**config.mk**
```make
export PLATFORM = sky130hd
export DESIGN_NAME = seq_pattern_tx_flat
export DESIGN_NICKNAME = d
export VERILOG_FILES = /design/src/rtl/seq_pattern_tx_if.sv /design/src/rtl/seq_pattern_tx.sv /design/src/flat_wrapper.sv
export SDC_FILE = /design/constraint.sdc
export NUM_CORES = 1
export LEC_CHECK = 0
export ABC_CLOCK_PERIOD_IN_PS = 1800
export CAP_MARGIN = 20
export CORE_ASPECT_RATIO = 0.8
export CORE_MARGIN = 2
export CORE_UTILIZATION = 50
export CTS_BUF_LIST = sky130_fd_sc_hd__clkbuf_4
export DETAILED_ROUTE_END_ITERATION = 10
export HOLD_SLACK_MARGIN = 0.15
export PLACE_DENSITY_LB_ADDON = 0.12
export SLEW_MARGIN = 5
export SYNTH_ARGS = -nofsm -noshare
export SYNTH_HDL_FRONTEND = slang
export SYNTH_SLANG_ARGS = --single-unit
```
**constraint.sdc**
```tcl
create_clock -name i_clk -period 1.8 [get_ports i_clk]
set_input_delay 0.36 -clock i_clk [delete_from_list [all_inputs] [get_ports i_clk]]
set_output_delay 0.36 -clock i_clk [all_outputs]
set_load 0.02 [all_outputs]
```
**src/rtl/seq_pattern_tx_if.sv**
```systemverilog
// Bus between the serial pattern transmitter and its controller/observer.
// The slave modport is the transmitter's view of the bus.
interface seq_pattern_tx_if #(
    parameter int unsigned WIDTH    = 4,
    parameter int unsigned REPEAT_W = 4
);
    logic                start;
    logic                abort;
    logic [WIDTH-1:0]    pattern;
    logic [REPEAT_W-1:0] repeat_cnt;
    logic                bit_out;
    logic                bit_valid;
    logic                busy;
    logic                done;
    logic [1:0]          state;

    modport master (
        output start,
        output abort,
        output pattern,
        output repeat_cnt,
        input  bit_out,
        input  bit_valid,
        input  busy,
        input  done,
        input  state
    );

    modport slave (
        input  start,
        input  abort,
        input  pattern,
        input  repeat_cnt,
        output bit_out,
        output bit_valid,
        output busy,
        output done,
        output state
    );
endinterface

```
**src/rtl/seq_pattern_tx.sv**
```systemverilog
// Serial pattern transmitter: sends a captured word MSB-first, repeated, with optional
// even-parity bit per repetition when SEQ_TX_PARITY_EN is defined.
module seq_pattern_tx #(
    parameter int unsigned WIDTH    = 4,
    parameter int unsigned REPEAT_W = 4
) (
    input  logic            i_clk,
    input  logic            i_rst_n,
    seq_pattern_tx_if.slave tx
);
    localparam int unsigned CntW = (WIDTH > 1) ? $clog2(WIDTH) : 1;

`ifdef SEQ_TX_PARITY_EN
    localparam bit ParityEn = 1'b1;
`else
    localparam bit ParityEn = 1'b0;
`endif

    typedef enum logic [1:0] {
        StIdle   = 2'b00,
        StShift  = 2'b01,
        StParity = 2'b10,
        StDone   = 2'b11
    } state_e;

    state_e              r_state;
    logic [WIDTH-1:0]    r_shift;
    logic [WIDTH-1:0]    r_word;
    logic [CntW-1:0]     r_bit_cnt;
    logic [REPEAT_W-1:0] r_rem;
    logic                r_bit_out;
    logic                r_bit_valid;
    logic                r_busy;
    logic                r_done;

    logic w_last_bit;
    logic w_word_end;
    logic w_more;

    assign w_last_bit = (r_bit_cnt == CntW'(WIDTH - 1));
    assign w_more     = (r_rem != '0);
    // A repetition ends on the parity bit if it exists, otherwise on the last data bit.
    assign w_word_end = ParityEn ? (r_state == StParity)
                                 : ((r_state == StShift) && w_last_bit);

    always_ff @(posedge i_clk or negedge i_rst_n) begin
        if (!i_rst_n) begin
            r_state     <= StIdle;
            r_shift     <= '0;
            r_word      <= '0;
            r_bit_cnt   <= '0;
            r_rem       <= '0;
            r_bit_out   <= 1'b0;
            r_bit_valid <= 1'b0;
            r_busy      <= 1'b0;
            r_done      <= 1'b0;
        end else begin
            r_done <= 1'b0;
            case (r_state)
                StIdle: begin
                    if (tx.start && !tx.abort) begin
                        r_word      <= tx.pattern;
                        r_shift     <= tx.pattern << 1;
                        r_bit_cnt   <= '0;
                        r_rem       <= (tx.repeat_cnt == '0) ? '0
                                                             : tx.repeat_cnt - REPEAT_W'(1);
                        r_bit_out   <= tx.pattern[WIDTH-1];
                        r_bit_valid <= 1'b1;
                        r_busy      <= 1'b1;
                        r_state     <= StShift;
                    end
                end
                StShift, StParity: begin
                    if (tx.abort) begin
                        r_state     <= StIdle;
                        r_bit_out   <= 1'b0;
                        r_bit_valid <= 1'b0;
                        r_busy      <= 1'b0;
                    end else if (w_word_end) begin
                        if (w_more) begin
                            r_rem     <= r_rem - REPEAT_W'(1);
                            r_shift   <= r_word << 1;
                            r_bit_cnt <= '0;
                            r_bit_out <= r_word[WIDTH-1];
                            r_state   <= StShift;
                        end else begin
                            r_state     <= StDone;
                            r_bit_out   <= 1'b0;
                            r_bit_valid <= 1'b0;
                            r_done      <= 1'b1;
                        end
                    end else if (w_last_bit) begin
                        // Only reachable with parity compiled in.
                        r_state   <= StParity;
                        r_bit_out <= ^r_word;
                    end else begin
                        r_bit_out <= r_shift[WIDTH-1];
                        r_shift   <= r_shift << 1;
                        r_bit_cnt <= r_bit_cnt + CntW'(1);
                    end
                end
                StDone: begin
                    r_state <= StIdle;
                    r_busy  <= 1'b0;
                end
                default: begin
                    r_state     <= StIdle;
                    r_bit_out   <= 1'b0;
                    r_bit_valid <= 1'b0;
                    r_busy      <= 1'b0;
                end
            endcase
        end
    end

    assign tx.bit_out   = r_bit_out;
    assign tx.bit_valid = r_bit_valid;
    assign tx.busy      = r_busy;
    assign tx.done      = r_done;
    assign tx.state     = r_state;
endmodule

```
**src/flat_wrapper.sv**
```systemverilog
// flat-port wrapper written by rule: the top's interface ports become plain ports
module seq_pattern_tx_flat 
#(
    parameter int unsigned WIDTH    = 4,
    parameter int unsigned REPEAT_W = 4
)
  (i_clk, i_rst_n, tx_start, tx_abort, tx_pattern, tx_repeat_cnt, tx_bit_out, tx_bit_valid, tx_busy, tx_done, tx_state);
  seq_pattern_tx_if #(.WIDTH(WIDTH), .REPEAT_W(REPEAT_W)) tx_i ();
  input  logic i_clk;
  input  logic i_rst_n;
  input wire logic [$bits(tx_i.start)-1:0] tx_start;
  input wire logic [$bits(tx_i.abort)-1:0] tx_abort;
  input wire logic [$bits(tx_i.pattern)-1:0] tx_pattern;
  input wire logic [$bits(tx_i.repeat_cnt)-1:0] tx_repeat_cnt;
  output wire logic [$bits(tx_i.bit_out)-1:0] tx_bit_out;
  output wire logic [$bits(tx_i.bit_valid)-1:0] tx_bit_valid;
  output wire logic [$bits(tx_i.busy)-1:0] tx_busy;
  output wire logic [$bits(tx_i.done)-1:0] tx_done;
  output wire logic [$bits(tx_i.state)-1:0] tx_state;
  assign tx_i.start = tx_start;
  assign tx_i.abort = tx_abort;
  assign tx_i.pattern = tx_pattern;
  assign tx_i.repeat_cnt = tx_repeat_cnt;
  assign tx_bit_out = tx_i.bit_out;
  assign tx_bit_valid = tx_i.bit_valid;
  assign tx_busy = tx_i.busy;
  assign tx_done = tx_i.done;
  assign tx_state = tx_i.state;
  seq_pattern_tx #(.WIDTH(WIDTH), .REPEAT_W(REPEAT_W)) u_core (.i_clk(i_clk), .i_rst_n(i_rst_n), .tx(tx_i));
endmodule
```
[After elaboration in Yosys (flattened, before gate mapping)]
Index checks and enable logic that the tools add are counted.
Operators by class
  $add $sub $neg: 3
  multipliers: 0
  div/mod/pow operators: 0
  $lt $le $gt $ge: 0
  equality and inequality tests: 14
  shift-type cells: 0
  mux-type cells: 41
  bitwise gates (word level): 0
  reduce and logical (&&, ||, !) cells: 16
Operator list (count)
  $mux W4: 10
  $mux W2: 10
  $pmux W4 S2: 2
  $mux W1: 14
  $reduce_and A5 Y1: 2
  $ne A3 B3 Y1 const B: 3
  $reduce_and A2 Y1: 4
  $sub A4 B1 Y4 const B: 2
  $eq A2 B2 Y1 const B: 3
  $ne A2 B1 Y1 const B: 3
  $pmux W2 S3: 1
  $logic_not A4 Y1: 1
  $ne A2 B2 Y1 const B: 2
  $ne A4 B2 Y1 const B: 1
  $pmux W1 S2: 2
  $pmux W2 S2: 1
  $reduce_and A4 Y1: 1
  $reduce_bool A4 Y1: 1
  $reduce_xor A4 Y1: 1
  $ne A3 B2 Y1 const B: 1
  $pmux W1 S3: 1
  $add A2 B1 Y2 const B: 1
  $eq A2 B1 Y1 const B: 1
  $logic_and A1 B1 Y1: 2
  other kinds (4): 4
Storage, ports and cells
  flip-flop bits (word level): 20
  latch bits: 0
  RAM bits: 0
  bits in read-only memories: 0
  bits of input ports: 12
  word-level logic and storage cells: 83
  memories: 0

[Logic depth before layout (Yosys ltp)]
  depth in word-level cells: 5
  mapped depth: 7

[Worst setup path after synthesis]
OpenSTA, ideal clock, no wires.
  path type: flip-flop to flip-flop
  start point: register u_core.r_state[0], in the netlist u_core.tx.state[0]
  end point: register u_core.r_shift[1]
  data arrival time: 1.808 ns
  setup slack: -0.133 ns
  stages on the path, launching flop included: 7
  buffers on the path: 0
  period minus slack after synthesis: 1.933 ns
  cells stage by stage: dfrtp_1 inv_1 ha_1 mux2i_1 or2_4 a21oi_4 mux2_4
Between the ends
  word-level cells in the longest chain between the ends: 5
  elaborated cells between the ends (all ways): 14
Ends and longest elaborated chain
  start, declared: RTL line seq_pattern_tx.sv:26  | state_e r_state;
  start signal, assigned: RTL line seq_pattern_tx.sv:48  | r_state <= StIdle;
  start signal, assigned: RTL line seq_pattern_tx.sv:70  | r_state <= StShift;
  start signal, assigned: RTL line seq_pattern_tx.sv:75  | r_state <= StIdle;
  $eq A2 B1 Y1: RTL line seq_pattern_tx.sv:44, seq_pattern_tx.sv:59
  $logic_and A1 B1 Y1: RTL line seq_pattern_tx.sv:44  | : ((r_state == StShift) && w_last_bit);
  $mux W4: RTL line seq_pattern_tx.sv:79  | end else if (w_word_end) begin
  $mux W4: RTL line seq_pattern_tx.sv:74  | if (tx.abort) begin
  $pmux W4 S2: RTL line seq_pattern_tx.sv:59  | case (r_state)
  end signal, assigned: RTL line seq_pattern_tx.sv:63  | r_shift <= tx.pattern << 1;
  end signal, assigned: RTL line seq_pattern_tx.sv:82  | r_shift <= r_word << 1;
  end signal, assigned: RTL line seq_pattern_tx.sv:98  | r_shift <= r_shift << 1;
  end, declared: RTL line seq_pattern_tx.sv:27  | logic [WIDTH-1:0] r_shift;
Several ways; a longest one is shown, not always the timed one. The select of a mux whose other input is x is not followed.
A chain may end at the register's enable or synchronous reset.

[Final worst setup path]
  start point: register u_core.r_rem[0]
  end point: register u_core.r_shift[1]
Between the ends
  word-level cells in the longest chain between the ends: 3
Ends and longest elaborated chain
  start, declared: RTL line seq_pattern_tx.sv:30  | logic [REPEAT_W-1:0] r_rem;
  start signal, assigned: RTL line seq_pattern_tx.sv:65  | r_rem <= (tx.repeat_cnt == '0) ? '0
  start signal, assigned: RTL line seq_pattern_tx.sv:81  | r_rem <= r_rem - REPEAT_W'(1);
  $reduce_bool A4 Y1: RTL line seq_pattern_tx.sv:41  | assign w_more = (r_rem != '0);
  $ne A3 B3 Y1 (no line)
  $reduce_and A5 Y1 (no line)
Every way passes these cells.

==> results.ini <==
[placed_design]
finalWeightedCongestion = 0.884
place_hpwl_mm = 2.03
dpl.cell_count = 193
port_buffers = 17

[synth]
synth_nets = 152
synth_edf_count = 0
seq_area_frac_synth_pct = 37.6
yosys_most_used_dff = dfrtp_1
ys_ff_latch = 19
synth_area_um2 = 1260
ys_types = 44
syn_area_per_cell_um2 = 9.50
synth.top_cell.area_share_pct = 37.6
synth_warnings = 0
yosysTopAreaCell = dfrtp_1
netlist_top_cells_area = dfrtp_1, ha_1, nand2_1
synthCells = 133
async_flop_share_pct = 100

[clock_network]
clk_pin_slew_ps = 100
clk_latency_ps = 300
clockRootBuffer = clkbuf_4
htree_levels = 1
cts_hold_buf = 0
cts_buffers = 3
cts_tree = yes
clock_path_buffers = 2
clock_sinks = 19

[pwr]
cellPowerDensity_nw_per_um2 = 1550
peakVddDrop_mv = 0.677
p_leak_nw = 0.720

[setup_path]
worstPathArrival_ps = 1900
startpoint_type = flip-flop
max_stage_delay_ps = 380
reg2reg_slack_ps = 90
crit_chain = inv_1 > ha_1 > nor3b_4 > o21a_4 > a21oi_4 > mux2_4
reg2reg_depth = 6
path_delay_family = compound AO/OA/AOI/OAI gates
crit_path_end_kind = flip-flop
slowest_stage = dfrtp_1
crit_type = flip-flop to flip-flop
reg2reg_to = u_core.r_shift[1]
critPathRequiredTime_ps = 2000
crit_buf_inv = 1
cp_max_fo = 4
r2r-start = u_core.r_rem[0]

[cells_and_area]
final_util_pct = 66.9
final_cell_mix = clkdlybuf4s50_1, dfrtp_1, nand2_1
fin_cells = 200
num-nets-final = 184
antenna_cells = 0
area_growth_pct = 28.3
drive_above_1_share_pct = 22.6

[floorplanning]
die_x_um = 60.2
start_util_pct = 52.2
fp.dieH_um = 49.0
rows = 16
core_um2 = 2420
io_pins = 18
dieArea_um2 = 2950

[detailed_routing]
first_iter_violations = 38
drc = 0
routedWlPerCell_um = 13.3
vias = 1090
dr.pass1.iters = 4
totalWireLength_mm = 2.67
antenna_left = 0
routed_via_density = 5.45

[global_routing]
grtUsageMet1_pct = 29.8
grt_util_met3_pct = 5.84
grt_max_degree = 20
grt_pass1_wl_mm = 4.49
grtUsageMet2_pct = 29.5
antenna_found_initial = 0
top_usage_layer = met1
globalRouteOverflowTotal = 0
grt_usage_pct = 20.5
grt_pass1_vias = 979

[timing]
slew_violations = 0
max_freq_ghz = 0.585
slew_headroom_pct = 79.9
period_share_pct = 94.9
setup_viol = 0
worstMarginPinSlew_ps = 300
rsz0062_at_grt = false
fin_crit_ps = 1710
finalHoldViolations = 0
clock_skew_ps = 1.63

[flow_run]
max_cap_violations = 0

[status]
status = completed

[hold_path]
hold_class = input pin to asynchronous set/reset pin

registers in the layout (all words and copies together) (netlist names):
register             flops
u_core.r_bit_cnt         2
u_core.tx.bit_valid      1
u_core.tx.done           1
u_core.tx.state          2
u_core.r_shift           3
u_core.r_word            4
u_core.r_rem             4
u_core.tx.busy           1
u_core.tx.bit_out        1
report_power, final:
part | internal (mW) | total [mW] | switching (mW)
Sequential | 0.605 | 0.766 | 0.161
Clock | 0.101 | 0.233 | 0.132
Combinational | 0.795 | 1.51 | 0.716
Total | 1.50 | 2.51 | 1.01
per-stage QoR:
| step | power, mW | TNS [ps] | hold WS, ps | worst slack, ps | area [µm²] |
|---|---|---|---|---|---|
| after floorplan | 1.76 | 0 | 64.4 | 4.87 | 1280 |
| after global placement | 2.13 | -388 | 474 | -94.7 | 1550 |
| after detailed placement | 2.17 | -555 | 484 | -130 | 1550 |
| after CTS | 2.40 | 0 | 379 | 10.1 | 1580 |
| after global routing | 2.73 | 0 | 376 | 0.699 | 1620 |
| final | 2.51 | 0 | 379 | 91.3 | 1620 |
repair_timing:
item / CTS / global route
resized for setup: 1 / 5
setup endpoints to repair: 3 / 7
buffers inserted: 0 / 3
pin swaps: 0 / 1
cell type report:
type                    instances  area, µm²
fillers                       200        801
multi-input cells             101        763
flip-flops and latches         19        478
repair buffers                 30        268
well taps                      36       45.0
inverters                      10       37.5
clock buffers                   4       30.0
Yosys cell counts, drive strengths merged (2+ instances only):
cell type and number:
dfrtp 19, o21ai 9, nor3 3, a221oi 2, nand2b 4, mux2i 4
nand4 2, mux2 5, nand3 5, nand3b 2, a22o 2, inv 10
xnor2 2, buf 3, o22ai 4, a21oi 6, nand2 17, nor2 10
ha 7
layer usage:
metal	vias up	wire length, µm
met1	516	1340
li1	540	-
met5	-	0
met3	7	136
met2	27	1150
met4	0	40
cell families (layout without fill, tap and decap cells):
| logic type | after synthesis | in the layout | synth area share, % |
|---|---|---|---|
| AO/OA/AOI/OAI | 31 | 31 | 17.6 |
| adder cells (fa/ha/maj) | 7 | 7 | 6.93 |
| XOR/XNOR | 3 | 3 | 2.08 |
| multiplexers | 9 | 9 | 8.51 |
| buffers and inverters | 13 | 44 | 4.65 |
| AND/OR/NAND/NOR | 51 | 51 | 22.6 |
| flip-flops | 19 | 19 | 37.6 |
worst max-delay path by stage:
stage / slack [ps] / from / end / cells after the start
2_1_floorplan: 5 / u_core.tx.state[0] / u_core.r_shift[1] / 7
3_3_place_gp: -90 / tx_start / u_core.r_shift[1] / 5
3_5_place_dp: -130 / tx_start / u_core.r_shift[1] / 5
4_1_cts: 10 / u_core.tx.state[1] / u_core.r_rem[2] / 7
5_1_grt: 0.7 / u_core.tx.state[1] / u_core.r_shift[3] / 6
6_report: 90 / u_core.r_rem[0] / u_core.r_shift[1] / 6
Power figures use the tool's default switching activity.
